### src/rtl/gs_pkg.sv
// rtl/gs_pkg.sv - shared state, operand-select and K-select encodings for the Goldschmidt divider
package gs_pkg;

    typedef enum logic [2:0] {
        S_IDLE   = 3'd0,
        S_INIT_D = 3'd1,
        S_INIT_N = 3'd2,
        S_ITER_D = 3'd3,
        S_ITER_N = 3'd4,
        S_DONE   = 3'd5
    } gs_state_t;

    localparam logic [1:0] SEL_D_INIT = 2'b00;
    localparam logic [1:0] SEL_N_INIT = 2'b01;
    localparam logic [1:0] SEL_D_ITER = 2'b10;
    localparam logic [1:0] SEL_N_ITER = 2'b11;

    localparam logic K_SEL_IA   = 1'b1;
    localparam logic K_SEL_COMP = 1'b0;

endpackage

### src/rtl/goldschmidt_ctrl.sv
// rtl/goldschmidt_ctrl.sv - step sequencer driving the Goldschmidt divider datapath
module goldschmidt_ctrl
    import gs_pkg::*;
#(
    parameter int NUM_ITER = 4,
    parameter int CNT_W    = 4
) (
    input  logic             clk,
    input  logic             reset,
    input  logic             start,
    input  logic             hold,
    output logic             load_regN,
    output logic             load_regD,
    output logic [1:0]       sel_ND_mux,
    output logic             sel_K_mux,
    output logic             busy,
    output logic             done,
    output logic [CNT_W-1:0] iter
);

    // The counter must be able to hold NUM_ITER without wrapping.
    if (NUM_ITER < 1 || NUM_ITER >= (1 << CNT_W)) begin : g_bad_num_iter
        $error("goldschmidt_ctrl: NUM_ITER must be in 1..2^CNT_W-1");
    end

    localparam logic [CNT_W-1:0] LAST_ITER = CNT_W'(NUM_ITER);
    localparam logic [CNT_W-1:0] ONE       = CNT_W'(1);

    gs_state_t        state_q, state_d;
    logic [CNT_W-1:0] iter_q, iter_d;

    // State and iteration counter registers; reset forces IDLE without a clock.
    always_ff @(posedge clk or negedge reset) begin
        if (!reset) begin
            state_q <= S_IDLE;
            iter_q  <= '0;
        end else begin
            state_q <= state_d;
            iter_q  <= iter_d;
        end
    end

    // Next-state: hold freezes every state, including DONE; start only matters in IDLE/DONE.
    always_comb begin
        state_d = state_q;
        iter_d  = iter_q;
        if (!hold) begin
            unique case (state_q)
                S_IDLE:   if (start) state_d = S_INIT_D;
                S_INIT_D: state_d = S_INIT_N;
                S_INIT_N: begin
                    state_d = S_ITER_D;
                    iter_d  = ONE;
                end
                S_ITER_D: state_d = S_ITER_N;
                S_ITER_N: begin
                    if (iter_q < LAST_ITER) begin
                        state_d = S_ITER_D;
                        iter_d  = iter_q + ONE;
                    end else begin
                        state_d = S_DONE;
                        iter_d  = '0;
                    end
                end
                S_DONE:   state_d = start ? S_INIT_D : S_IDLE;
                default: begin
                    state_d = S_IDLE;
                    iter_d  = '0;
                end
            endcase
        end
    end

    // Moore output decode; hold only masks the load enables so the selects stay stable.
    always_comb begin
        load_regN  = 1'b0;
        load_regD  = 1'b0;
        sel_ND_mux = SEL_D_INIT;
        sel_K_mux  = K_SEL_IA;
        busy       = 1'b0;
        done       = 1'b0;
        unique case (state_q)
            S_INIT_D: begin
                load_regD = 1'b1;
                busy      = 1'b1;
            end
            S_INIT_N: begin
                load_regN  = 1'b1;
                sel_ND_mux = SEL_N_INIT;
                busy       = 1'b1;
            end
            S_ITER_D: begin
                load_regD  = 1'b1;
                sel_ND_mux = SEL_D_ITER;
                sel_K_mux  = K_SEL_COMP;
                busy       = 1'b1;
            end
            S_ITER_N: begin
                load_regN  = 1'b1;
                sel_ND_mux = SEL_N_ITER;
                sel_K_mux  = K_SEL_COMP;
                busy       = 1'b1;
            end
            S_DONE:  done = 1'b1;
            default: ;
        endcase
        if (hold) begin
            load_regN = 1'b0;
            load_regD = 1'b0;
        end
    end

    assign iter = iter_q;

endmodule

### config.mk
export PLATFORM = sky130hd
export DESIGN_NAME = goldschmidt_ctrl
export DESIGN_NICKNAME = d
export VERILOG_FILES = /design/src/rtl/gs_pkg.sv /design/src/rtl/goldschmidt_ctrl.sv
export SDC_FILE = /design/constraint.sdc
export NUM_CORES = 1
export LEC_CHECK = 0
export CORE_ASPECT_RATIO = 1.1
export CORE_MARGIN = 2
export CORE_UTILIZATION = 30
export CTS_CLUSTER_SIZE = 20
export DETAILED_ROUTE_END_ITERATION = 16
export SYNTH_ARGS = -nofsm -noshare
export SYNTH_HDL_FRONTEND = slang
export SYNTH_SLANG_ARGS = --single-unit
### constraint.sdc
create_clock -name clk -period 2.91 [get_ports clk]
set_input_delay 0.4365 -clock clk [delete_from_list [all_inputs] [get_ports clk]]
set_output_delay 0.4365 -clock clk [all_outputs]
set_load 0.01 [all_outputs]
## After elaboration in Yosys (flattened, before gate mapping)

Index checks and enable logic that the tools add are counted.
Widths: inputs -> output; s select.

- Bits in registers: 7
- Latch bits: 0
- Bits in writable memories: 0
- ROM bits: 0
- Bits of input ports: 4
- Output and inout port bits: 11
- Logic and storage cells: 34
- Memories kept: 0

- Add/sub/neg operators: 1
- Multiply operators: 0
- Div/mod/pow operators: 0
- $lt $le $gt $ge: 1
- Equal/unequal tests: 6
- Shifts and indexed selects: 0
- Muxes and demuxes: 14
- Bitwise gates (word level): 2
- Reduce and logical (&&, ||, !) cells: 8

Operator list:

| cell | count |
|---|---|
| $pmux 3 s6 | 1 |
| $pmux 4 s3 | 1 |
| $mux 1 | 8 |
| $reduce_or 4->1 | 2 |
| $eq 3x2->1 const B | 2 |
| $eq 3x3->1 const B | 2 |
| $mux 3 | 2 |
| $pmux 2 s3 | 1 |
| $reduce_or 2->1 | 3 |
| $add 4x1->4 const B | 1 |
| $lt 4x3->1 const B | 1 |
| $mux 4 | 1 |
| $reduce_and 2->1 | 2 |
| $eq 3x1->1 const B | 1 |
| $logic_not 3->1 | 1 |
| $ne 2x2->1 const B | 1 |
| $not 1->1 | 2 |

## Logic depth before layout (Yosys ltp)

- Word-level depth: 4
- Gate-level depth with buffers: 4
- Mapped depth without buffers: 3

## Worst setup path after synthesis

Ideal clock, no wire load.

- Path kind: reg2out
- Start point: register state_q[1]
- End point: output load_regN
- Arrival: 0.907 ns
- Data required time: 2.474 ns
- Slack: 1.567 ns
- Stages on the path, launching flop included: 4
- Buffers on the path: 1
- Cell sequence: dfrtp_1 > buf_4 > xnor2_1 > nor3_1

- Cells in the longest elaborated chain, start to end: 4
- Elaborated cells between the ends (all ways): 5
- Classes of those cells: eq/ne: 2; mux: 2; reduce/logical: 1

Ends and longest elaborated chain:

| item | line | RTL |
|---|---|---|
| start: declaration | goldschmidt_ctrl.sv:29 | `gs_state_t state_q, state_d;` |
| start signal: assignment | goldschmidt_ctrl.sv:38 | `state_q <= state_d;` |
| $eq 3x3->1 or $eq 3x2->1 (tied branches) | goldschmidt_ctrl.sv:82 | `unique case (state_q)` |
| $reduce_or 2->1 (no line) * | - |  |
| $mux 1 * | goldschmidt_ctrl.sv:82 |  |
| $mux 1 * | goldschmidt_ctrl.sv:107 | `if (hold) begin` |
| end: declaration | goldschmidt_ctrl.sv:12 | `output logic load_regN,` |

Every way passes the cells marked *; elsewhere a longest branch is shown, timed or not.

## Worst setup path after layout

- Start point: input hold
- End point: output load_regD

- Cells in the longest elaborated chain, start to end: 1

Ends and longest elaborated chain:

| item | line | RTL |
|---|---|---|
| start: declaration | goldschmidt_ctrl.sv:11 | `input logic hold,` |
| $mux 1 | goldschmidt_ctrl.sv:107 |  |
| end: declaration | goldschmidt_ctrl.sv:13 | `output logic load_regD,` |

Every way passes these cells.

==> impl_results.md <==
- Status: finished, final reports clean
- Die X: 41.0 um
- Clock buffer depth: 2
- Root Buffer Master: clkbuf_4
- Share of the yosys chip area belonging to registers: 0.387
- Area share of the largest cell type after synthesis: 0.387
- Static leakage: 0.000252 uW
- DIE AREA: 1840 um^2
- Total number of vias: 396
- Initial antenna violation count: 0
- Fillers: 151
- Worst-path maximum fanout: 8
- Endpoints failing setup: 0
- Final hold vios: 0
- H-tree lvl count: 1
- Main synth FF type: dfrtp_1
- Mux share of post-synthesis cell area: 0.0221
- Worst slack, placed: 0.540 ns
- DRC: 0
- Least-Margin Pin Slew: 0.388 ns
- Num CTS Buffers: 3
- CP endpoint kind: output port
- Post-synthesis compound-gate area fraction: 0.240
- Buffers on Ports: 14
- Clock power share: 0.138
- Setup Fix Bufs, Post-CTS: 0
- Post-cts resize count: 0
- Yosys cell types: 26
- Tmin final: 2.37 ns
- Core ar.: 1380 um^2
- Req. time, crit path: 2.47 ns
- Post-DRT Antenna Nets: 0
- Gr usage total: 0.138
- # rows: 14
- Int Pwr: 393 uW
- Largest family of logic cells by synthesized area: compound AO/OA/AOI/OAI gates
- Vias per cell: 5.08
- PwrDens: 1060 nW/um^2
- Setup tns final: 0 ns
- Post-Syn Area per Cell: 9.64 um^2
- First-pass GRT wire length: 1.62 mm
- Ys async rst share: 1.00
- Switching Fraction: 0.396
- Net Switching: 258 uW
- Top-count cell post-synth: dfrtp_1
- Vias in the first global route: 357
- Routed len/inst: 12.5 um
- Routability Congestion: 0.678
- Initial DRC count: 6
- Grt ovf: 0
- Synth cell count leaders: dfrtp_1, nor2_1, a22o_1, inv_1, nand2_1
- Period utilization: 0.815
- Slew Viols, Final: 0
- RSZ-0062 raised after global routing: false
- CTS tree: built
- Adder-cell share of the synthesized area: 0.0276
- TritonCTS Sinks: 7
- Number of flops mapped to enable cells by yosys: 0
- Logic gate share of total power: 0.546
- Final Skew: 0.00101 ns
- Worst hold path class: primary input to asynchronous set/reset pin
- Starting Density: 0.327
- Final WS setup: 0.539 ns
- Final WL: 972 um
- Synthesized flop and latch total: 7
- Area grow syn2layout: 35.4%
- Vert. Die Dim: 44.8 um
- # hold bufs at CTS: 0
- Slew headroom: 0.741
- Hold WS: 0.441 ns
- Final nets: 68
- Post-synth top area cell: dfrtp_1
- Drt pass-1 iters: 4
- I/O pin count: 15
- N_diodes: 0
- Worst-skew pair later-pin latency: 0.25 ns
- Fraction of layout instances using a drive strength above 1: 0.113
- Syn Std Cell Area: 453 um^2
- Clock Pin Slew Worst Setup and Hold Paths: 0.05 ns
- Critical Path AT: 1.93 ns
- Flop pwr share: 0.316
- Hpwl dp: 703 um
- Post-synthesis xor/xnor area fraction: 0.0387
- Syn nets: 52
- FMAX: 0.422 GHz
- Post-Synthesis Cells: 47
- Area contributors post-synth: dfrtp_1, a22o_1, a221o_1, xnor2_1, buf_4
- Maximum number of pins on one net before global-route repair: 13
- MaxCap Viol Count: 0
- Syn. warnings: 0
- CP Launch Type: primary input
- Max VDD drop: 335 uV
- Kind of critical path: primary input to output port
- Post-Synth Simple-Gate Area: 0.202
-- final cells by class --
class / instances / area, um^2 / area share
multi-input cells: 34 / 240 / 0.392
clock buffers: 4 / 26.3 / 0.0429
inverters: 3 / 11.3 / 0.0184
flip-flops and latches: 7 / 175 / 0.286
repair buffers: 14 / 140 / 0.229
well taps: 16 / 20.0 / 0.0327
-- power groups by stage --
| stage | registers [uW] | logic, uW | clock network [uW] |
|---|---|---|---|
| after floorplan | 157 | 265 | 0 |
| after global placement | 208 | 355 | 0 |
| after detailed placement | 208 | 357 | 0 |
| after CTS | 206 | 361 | 94.0 |
| after global routing | 215 | 387 | 104 |
| final | 206 | 355 | 90.0 |
-- critical path, stage by stage --
cell and delay [ns]:
clkdlybuf4s50_1 0.54, nand2b_1 0.25, nor2_1 0.16, clkdlybuf4s50_1 0.55
-- final timing paths --
kind	from	end	slack (ns)	cells past startpoint
worst max-delay path	hold	load_regD	0.54	4
worst min-delay path	reset	iter[3]$_DFFE_PN0P_	0.44	1
worst max register to register	state_q[2]$_DFFE_PN0P_	iter[1]$_DFFE_PN0P_	1.61	3
worst min register to register	iter[3]$_DFFE_PN0P_	iter[3]$_DFFE_PN0P_	0.52	1
max in group asynchronous	reset	state_q[2]$_DFFE_PN0P_	2.23	1
min in group clk	iter[3]$_DFFE_PN0P_	iter[3]$_DFFE_PN0P_	0.52	1
-- metal layers --
| layer | track usage | up-vias | share of wire |
|---|---|---|---|
| li1 | - | 197 | - |
| met3 | 0.0739 | 2 | 0.060 |
| met4 | 0.0800 | 0 | 0.014 |
| met5 | 0 | - | 0 |
| met1 | 0.173 | 185 | 0.44 |
| met2 | 0.184 | 12 | 0.48 |
-- logic make-up (layout without fill, tap and decap cells) --
family	count (synthesis)	after routing
mux	1	1
flops	7	7
simple gates	16	16
buf+inv	6	21
xor+xnor	2	2
compound gates	14	14
fa+ha+maj	1	1
-- cell usage in the layout (no fill, tap or decap) --
| cell | Yosys | routed |
|---|---|---|
| clkdlybuf4s50_1 | 0 | 14 |
| o21a_1 | 1 | 1 |
| inv_1 | 3 | 3 |
| o211ai_1 | 1 | 1 |
| xnor2_1 | 2 | 2 |
| nor2b_1 | 1 | 1 |
| clkbuf_4 | 0 | 3 |
| and2_1 | 1 | 1 |
| nand3_1 | 1 | 1 |
| a22o_1 | 3 | 3 |
| o31ai_1 | 2 | 2 |
| a21oi_1 | 1 | 1 |
| mux2i_1 | 1 | 1 |
| nor3b_2 | 1 | 1 |
| a21bo_2 | 1 | 1 |
| dfrtp_1 | 7 | 7 |
| nor3_1 | 1 | 1 |
| o21ai_1 | 2 | 2 |
| nand2_1 | 3 | 3 |
| ha_1 | 1 | 1 |
| nor2_2 | 1 | 1 |
| nor2_1 | 4 | 4 |
| a22oi_1 | 1 | 1 |
| a221o_1 | 2 | 2 |
| nand2b_1 | 2 | 2 |
| and3_4 | 1 | 1 |
| clkbuf_1 | 0 | 1 |
-- metrics by stage --
stage | total power [uW] | utilization | area (um^2) | instances
after floorplan | 422 | - | 453 | 47
after global placement | 564 | 0.424 | 587 | 74
after detailed placement | 565 | 0.424 | 587 | 74
after CTS | 661 | 0.443 | 613 | 78
after global routing | 706 | 0.443 | 613 | 78
final | 651 | 0.443 | 613 | 78
-- sequential cells by signal, indices dropped and copies added (netlist names) --
name and count:
iter 4, state_q 3
Power figures use the tool's default switching activity.
